### src/rtl/mul_seq_pkg.sv
// Shared types and constants for the multi-cycle 32x32 multiply sequencer.
// Partial products are indexed lo*lo, lo*hi, hi*lo, hi*hi in issue order.
package mul_seq_pkg;

  localparam int unsigned HALF_W_DEF = 16;

  typedef enum logic [1:0] {
    IDLE  = 2'd0,
    ISSUE = 2'd1,
    DRAIN = 2'd2,
    RESP  = 2'd3
  } state_t;

  typedef logic [1:0] prod_idx_t;

  localparam prod_idx_t IDX_LL = 2'd0;
  localparam prod_idx_t IDX_LH = 2'd1;
  localparam prod_idx_t IDX_HL = 2'd2;
  localparam prod_idx_t IDX_HH = 2'd3;

  // Alignment of each partial product, in units of HALF_W bits.
  localparam int unsigned SHIFT_UNITS_LL = 0;
  localparam int unsigned SHIFT_UNITS_LH = 1;
  localparam int unsigned SHIFT_UNITS_HL = 1;
  localparam int unsigned SHIFT_UNITS_HH = 2;

  typedef struct packed {
    logic      valid;
    prod_idx_t idx;
  } tag_t;

  function automatic int unsigned prodShiftUnits(input prod_idx_t idx);
    int unsigned units;
    case (idx)
      IDX_LL:  units = SHIFT_UNITS_LL;
      IDX_LH:  units = SHIFT_UNITS_LH;
      IDX_HL:  units = SHIFT_UNITS_HL;
      default: units = SHIFT_UNITS_HH;
    endcase
    return units;
  endfunction

endpackage

### src/rtl/mul_seq_mul16.sv
// Shared HALF_W x HALF_W multiplier cell with per-operand sign control and
// MUL_LATENCY pipeline stages; intended to map onto one device DSP block.
module mul_seq_mul16 #(
  parameter int HALF_W      = 16,
  parameter int MUL_LATENCY = 1
) (
  input  logic                  i_clk,
  input  logic                  i_rst_n,
  input  logic                  i_en,
  input  logic [HALF_W-1:0]     i_a,
  input  logic [HALF_W-1:0]     i_b,
  input  logic                  i_signa,
  input  logic                  i_signb,
  output logic [2*HALF_W-1:0]   o_p
);

  logic [2*HALF_W-1:0] w_aExt;
  logic [2*HALF_W-1:0] w_bExt;
  logic [2*HALF_W-1:0] w_prod;
  logic [2*HALF_W-1:0] r_stage [MUL_LATENCY];

  // Low 2*HALF_W bits of a two's-complement product do not depend on
  // signedness once both operands are extended to that width.
  assign w_aExt = {{HALF_W{i_signa & i_a[HALF_W-1]}}, i_a};
  assign w_bExt = {{HALF_W{i_signb & i_b[HALF_W-1]}}, i_b};
  assign w_prod = w_aExt * w_bExt;

  always_ff @(posedge i_clk or negedge i_rst_n) begin
    if (!i_rst_n) begin
      for (int i = 0; i < MUL_LATENCY; i++) begin
        r_stage[i] <= '0;
      end
    end else begin
      if (i_en) begin
        r_stage[0] <= w_prod;
      end
      for (int i = 1; i < MUL_LATENCY; i++) begin
        r_stage[i] <= r_stage[i-1];
      end
    end
  end

  assign o_p = r_stage[MUL_LATENCY-1];

endmodule

### src/rtl/mul_seq_ctrl.sv
// Multi-cycle 32x32 -> 64 multiply sequencer: issues four partial products
// through one shared 16x16 cell and accumulates them into a 64-bit result.
module mul_seq_ctrl
  import mul_seq_pkg::*;
#(
  parameter int HALF_W      = HALF_W_DEF,
  parameter int MUL_LATENCY = 1
) (
  input  logic                  clk,
  input  logic                  reset_n,
  input  logic                  req_valid,
  output logic                  req_ready,
  input  logic [2*HALF_W-1:0]   req_src1,
  input  logic [2*HALF_W-1:0]   req_src2,
  input  logic                  req_src1_signed,
  input  logic                  req_src2_signed,
  input  logic                  flush,
  output logic                  busy,
  output logic                  rsp_valid,
  input  logic                  rsp_ready,
  output logic [4*HALF_W-1:0]   rsp_data
);

  localparam int OP_W  = 2 * HALF_W;
  localparam int RES_W = 4 * HALF_W;

  state_t             r_state;
  prod_idx_t          r_cnt;
  logic [OP_W-1:0]    r_src1;
  logic [OP_W-1:0]    r_src2;
  logic               r_src1Signed;
  logic               r_src2Signed;
  logic [RES_W-1:0]   r_acc;
  logic               r_reqReady;
  logic               r_busy;
  logic               r_rspValid;
  tag_t               r_tag [MUL_LATENCY];

  logic               w_issue;
  logic [HALF_W-1:0]  w_mulA;
  logic [HALF_W-1:0]  w_mulB;
  logic               w_signA;
  logic               w_signB;
  logic [OP_W-1:0]    w_prod;
  tag_t               w_tagOut;
  logic               w_prodSigned;
  logic [RES_W-1:0]   w_prodExt;
  logic [RES_W-1:0]   w_addend;
  logic [RES_W-1:0]   w_accNext;

  // cnt bit 1 selects the src1 half, bit 0 the src2 half; a half is only
  // signed when it is the upper half of a signed operand.
  assign w_issue = (r_state == ISSUE);
  assign w_mulA  = r_cnt[1] ? r_src1[OP_W-1:HALF_W] : r_src1[HALF_W-1:0];
  assign w_mulB  = r_cnt[0] ? r_src2[OP_W-1:HALF_W] : r_src2[HALF_W-1:0];
  assign w_signA = r_cnt[1] & r_src1Signed;
  assign w_signB = r_cnt[0] & r_src2Signed;

  mul_seq_mul16 #(
    .HALF_W      (HALF_W),
    .MUL_LATENCY (MUL_LATENCY)
  ) u_mul (
    .i_clk   (clk),
    .i_rst_n (reset_n),
    .i_en    (w_issue),
    .i_a     (w_mulA),
    .i_b     (w_mulB),
    .i_signa (w_signA),
    .i_signb (w_signB),
    .o_p     (w_prod)
  );

  assign w_tagOut     = r_tag[MUL_LATENCY-1];
  assign w_prodSigned = (w_tagOut.idx[1] & r_src1Signed) | (w_tagOut.idx[0] & r_src2Signed);
  assign w_prodExt    = {{OP_W{w_prodSigned & w_prod[OP_W-1]}}, w_prod};
  assign w_addend     = w_tagOut.valid ? (w_prodExt << (prodShiftUnits(w_tagOut.idx) * HALF_W)) : '0;
  assign w_accNext    = r_acc + w_addend;

  // Tags travel every cycle so the last product can drain while the
  // multiplier input stage is no longer enabled.
  always_ff @(posedge clk or negedge reset_n) begin
    if (!reset_n) begin
      for (int i = 0; i < MUL_LATENCY; i++) begin
        r_tag[i] <= '0;
      end
    end else if (flush) begin
      for (int i = 0; i < MUL_LATENCY; i++) begin
        r_tag[i] <= '0;
      end
    end else begin
      r_tag[0] <= '{valid: w_issue, idx: r_cnt};
      for (int i = 1; i < MUL_LATENCY; i++) begin
        r_tag[i] <= r_tag[i-1];
      end
    end
  end

  always_ff @(posedge clk or negedge reset_n) begin
    if (!reset_n) begin
      r_state      <= IDLE;
      r_cnt        <= IDX_LL;
      r_src1       <= '0;
      r_src2       <= '0;
      r_src1Signed <= 1'b0;
      r_src2Signed <= 1'b0;
      r_acc        <= '0;
      r_reqReady   <= 1'b1;
      r_busy       <= 1'b0;
      r_rspValid   <= 1'b0;
    end else if (flush && (r_state != IDLE)) begin
      r_state    <= IDLE;
      r_cnt      <= IDX_LL;
      r_acc      <= '0;
      r_reqReady <= 1'b1;
      r_busy     <= 1'b0;
      r_rspValid <= 1'b0;
    end else begin
      case (r_state)
        IDLE: begin
          if (req_valid && !flush) begin
            r_state      <= ISSUE;
            r_cnt        <= IDX_LL;
            r_src1       <= req_src1;
            r_src2       <= req_src2;
            r_src1Signed <= req_src1_signed;
            r_src2Signed <= req_src2_signed;
            r_acc        <= '0;
            r_reqReady   <= 1'b0;
            r_busy       <= 1'b1;
          end
        end
        ISSUE: begin
          r_acc <= w_accNext;
          r_cnt <= r_cnt + 2'd1;
          if (r_cnt == IDX_HH) begin
            r_state <= DRAIN;
          end
        end
        DRAIN: begin
          r_acc <= w_accNext;
          if (w_tagOut.valid && (w_tagOut.idx == IDX_HH)) begin
            r_state    <= RESP;
            r_rspValid <= 1'b1;
          end
        end
        RESP: begin
          if (rsp_ready) begin
            r_state    <= IDLE;
            r_rspValid <= 1'b0;
            r_busy     <= 1'b0;
            r_reqReady <= 1'b1;
          end
        end
        default: begin
          r_state <= IDLE;
        end
      endcase
    end
  end

  assign req_ready = r_reqReady;
  assign busy      = r_busy;
  assign rsp_valid = r_rspValid;
  assign rsp_data  = r_acc;

endmodule

### config.mk
export PLATFORM = sky130hd
export DESIGN_NAME = mul_seq_ctrl
export DESIGN_NICKNAME = d
export VERILOG_FILES = /design/src/rtl/mul_seq_pkg.sv /design/src/rtl/mul_seq_mul16.sv /design/src/rtl/mul_seq_ctrl.sv
export SDC_FILE = /design/constraint.sdc
export NUM_CORES = 1
export LEC_CHECK = 0
export CAP_MARGIN = 20
export CORE_MARGIN = 5
export CORE_UTILIZATION = 40
export CTS_BUF_LIST = sky130_fd_sc_hd__clkbuf_8
export CTS_CLUSTER_DIAMETER = 150
export DETAILED_ROUTE_END_ITERATION = 12
export SYNTH_ARGS = -nofsm -noshare
export SYNTH_HDL_FRONTEND = slang
export SYNTH_SLANG_ARGS = --single-unit
### constraint.sdc
create_clock -name clk -period 21.6 [get_ports clk]
set_input_delay 6.48 -clock clk [delete_from_list [all_inputs] [get_ports clk]]
set_output_delay 6.48 -clock clk [all_outputs]
set_load 0.05 [all_outputs]
### Word-level counts from Yosys, hierarchy flattened

Index checks and enable logic that the tools add are counted.

* bits in registers: 172
* output and inout port bits: 67
* logic and storage cells: 84

* add/subtract/negate cells: 2
* $mul: 1
* equality and inequality tests: 11
* shift operators: 1
* mux-type cells: 28
* bitwise logic cells: 9
* reduce and logical (&&, ||, !) cells: 19

Operators with widths (count)
* 64-bit two-way mux: 3
* 64-bit case mux with 2 select lines: 1
* 64-bit adder: 1
* 64-bit by 32-bit << shifter with 64-bit output: 1
* 17-bit by 17-bit multiplier with 32-bit output: 1
* 16-bit two-way mux: 2
* 2-bit two-way mux: 7
* 3-bit != test, second input constant: 4
* 3-bit nonzero test: 4
* 2-bit equality test, second input constant: 5
* 3-bit AND reduction: 3
* 1-bit two-way mux: 8
* 2-bit case mux with 2 select lines: 2
* 2-bit case mux with 4 select lines: 1
* 1-bit AND: 7
* 1-bit case mux with 2 select lines: 3
* 2-bit by 1-bit equality test with 1-bit output, second input constant: 2
* 2-bit zero test: 2
* 2-bit AND reduction: 2
* 4-bit AND reduction: 1
* 2-bit OR reduction: 2
* 1-bit logical AND: 3
* 3-bit two-way mux: 1
* 2-bit by 1-bit adder with 2-bit output, second input constant: 1
* 4 further kinds: 4

### Depth between registers and ports, before layout

* depth after elaboration: 8
* mapped depth: 28
* gate-level depth less buffers: 26

### Hierarchy

A second synthesis with hierarchy kept.

* cell total of the unflattened synthesis: 2459
* area, all modules: 22411.5 um2

By module, submodules not included
* mul_seq_mul16: times used 1, cells an instance 1282, area an instance 11946.5 um2
* mul_seq_ctrl: times used 1, cells an instance 1177, area an instance 10465.0 um2

### Worst setup path before layout

No wires, ideal clock.

* kind: input to register
* start: input req_valid
* end: register r_src1[0]
* setup time: 0.125 ns
* arrival time: 7.689 ns
* data required time: 21.475 ns
* setup slack: 13.786 ns
* stages: 5
* buffers on the path: 2
* cell sequence: nand2_1 -> or2_1 -> clkbuf_1 -> clkbuf_1 -> mux2_2

* cells in the longest elaborated chain, start to end: 2

Ends and longest elaborated chain
* start, declared: line mul_seq_ctrl.sv:11 `input logic req_valid,`
* 1-bit logical AND: line mul_seq_ctrl.sv:120 `if (req_valid && !flush) begin`
* 3-bit AND reduction (no source line)
* end signal, assigned: line mul_seq_ctrl.sv:123 `r_src1 <= req_src1;`
* end, declared: line mul_seq_ctrl.sv:29 `logic [OP_W-1:0] r_src1;`

Every way passes these cells.
A chain may end at the register's enable or synchronous reset.

### Worst setup path in the final report

* start: register r_reqReady, in the netlist req_ready
* end: output req_ready

RTL lines
* start, declared: line mul_seq_ctrl.sv:34 `logic r_reqReady;`
* start signal, assigned: line mul_seq_ctrl.sv:107 `r_reqReady <= 1'b1;`
* start signal, assigned: line mul_seq_ctrl.sv:114 `r_reqReady <= 1'b1;`
* start signal, assigned: line mul_seq_ctrl.sv:128 `r_reqReady <= 1'b0;`
* end, declared: line mul_seq_ctrl.sv:12 `output logic req_ready,`

No word-level cell between the ends.

==> metrics.yaml <==
hold_buffers: 0
grt_pass1_wl_mm: 101
hold_path.class: "reg2reg"
timing.rr.start: "r_cnt[0]"
ys_seq_area_share_pct: 19.7
synth_top_area_share_pct: 26.0
synthDistinctLibCells: 78
fill_cells: 5208
max_freq_mhz: 119
pin_count: 138
num_rows: 85
synth_top_cell_by_area: "fa_1"
async_reset_ff_share_pct: 100
synthesis.nets: 2897
die_y_um: 244
fin_crit_ns: 8.43
path_max_fanout: 4
syn_avg_cell_area_um2: 9.13
drtIter0Drc: 967
critPathCaptureType: "output port"
synth_edf_count: 0
fp.dieW_um: 244
core-area_mm2: 0.0539
skew_ns: 0.0306
synthMuxAreaShare_pct: 8.22
maxCapViolations: 0
cp_data_arrival_time_ns: 1.95
dpl.hpwl_mm: 50.3
numCtsBuffers: 17
synthCells: 2391
start_kind: "register"
antenna_found_initial: 1
grt_max_degree: 107
initial_core_util_pct: 40.5
gp_congestion: 0.914
synth_compound_area_share_pct: 12.9
slew_viol_final: 0
io_buffers: 137
rsz0062_at_grt: "no"
clkLatencyLatePin_ns: 0.57
cts_tree: "built"
cts_resized: 0
clock-root-buffer: "clkbuf_8"
layout-drive-gt1-share_pct: 8.66
crit_chain: "clkdlybuf4s50_1"
vias: 17200
worstMarginPinSlew_ns: 0.998
ctsLongestPathBuffers: 2
synth_top_family_by_area: "adder cells"
crit_type: "reg2out"
fin_setup_tns_ns: 0
fin_hold_ws_ns: 0.514
multi_input_area_mm2: 0.0159
synth_xor_area_share_pct: 3.61
synth_area_leaders: "fa_1, dfrtp_1, ha_1"
firstDrtPassIters: 6
antenna_left: 0
ys_ff_latch: 172
cpPeakStageDelay_ns: 0.81
crit_path_top_delay_cell: "clkdlybuf4s50_1"
synthToLayoutAreaGrowth_pct: 11.9
place_area_mm2: 0.0240
diodes: 0
htreeDepth: 4
ys_warn_count: 0
path_delay_family: "buffers and inverters"
grt_overflow: 0
synthAdderAreaFrac_pct: 34.7
finalWirelength_mm: 61.4
post_cts_buffers: 0
hold_viol: 0
status: "finished, final reports clean"
postLayoutCellArea_mm2: 0.0244
clock_sinks: 172
fin_crit_sh_pct: 39.0
yosysMostFrequentCell: "inv_1"
syn_area_mm2: 0.0218
drc_errors: 0
die-area_mm2: 0.0593
worstSetupStartpoint: "req_ready"
synth-simple-area-share_pct: 13.4
wire_per_inst_um: 19.2
viasPerCell: 5.36
grt_pass1_vias: 18400
grt_usage_pct: 21.3
required_ns: 15.12
worst-path-buf-inv: 1
final-seq-area_mm2: 0.00431
ys_top_cells_by_count: "inv_1, fa_1, nand2_1"
clk_pin_slew_ns: 0.11
hp-start: "r_src2[14]"
setup_viol: 0
fin_nets: 2998
max_slew_margin_pct: 33.3
ys.flop_type: "dfrtp_1"
## cell families after synthesis
| family | count (synthesis) |
|---|---|
| simple gates | 663 |
| fa+ha+maj | 435 |
| xor+xnor | 90 |
| compound gates | 434 |
| mux | 165 |
| buf+inv | 432 |
| flops | 172 |
## metrics by stage
| step | std cells | setup WS [ns] | util [%] |
|---|---|---|---|
| finish | 3201 | 13.17 | 45.3 |
| global route | 3201 | 13.09 | 45.3 |
| CTS | 3198 | 13.10 | 45.2 |
| detailed placement | 3166 | 12.83 | 44.5 |
| global placement | 3164 | 12.87 | 44.4 |
| floorplan | 2391 | 13.79 | - |
## layout by cell type, fill, tap and decap left out, drive strengths merged, types with 23 or more instances in the layout
master / count
xnor2: 56
o21ai: 107
buf: 38
and2: 23
nor2: 221
xor2: 34
fa: 283
a21oi: 149
mux2: 113
a21o: 37
nor2b: 31
nand2: 271
clkdlybuf4s50: 136
ha: 152
inv: 351
mux2i: 52
dfrtp: 171
## state kept, by name, indices dropped and copies added (netlist names)
signal	count
u_mul.o_p	32
r_src1	32
r_src1Signed	1
r_state	2
r_src2Signed	1
r_cnt	2
r_src2	32
r_tag	3
busy	1
rsp_valid	1
req_ready	1
rsp_data	64
## worst paths after layout
| check | end | slack, ns | cells after the start |
|---|---|---|---|
| max in group asynchronous | r_src1[24] | 14.67 | 2 |
| setup / recovery | req_ready | 13.17 | 1 |
| hold / removal | r_src2[14] | 0.51 | 1 |
| hold reg to reg | r_src2[14] | 0.51 | 1 |
| min in group asynchronous | rsp_data[9] | 5.75 | 1 |
| setup reg to reg | u_mul.o_p[29] | 13.93 | 21 |
## layout make-up
cell class | count | share of cell area, %
timing repair buffer | 174 | 6.84
clock inverter | 14 | 0.584
multi-input combinational | 1787 | 65.1
sequential | 172 | 17.6
inverter | 340 | 5.23
clock buffer | 18 | 1.01
tap | 696 | 3.57
## routing by layer
layer | routed length [um] | part of all wire [%] | global-route usage (%) | up-vias
met1 | 26700 | 44 | 27.8 | 8555
met3 | 2940 | 4.8 | 3.44 | 100
met4 | 2020 | 3.3 | 7.35 | 0
li1 | - | - | - | 8035
met2 | 29700 | 48 | 36.2 | 475
met5 | 0 | 0 | 0 | -
Power is not shown: default switching activity piles up to over one toggle a cycle in this logic, so the estimate is an artifact.
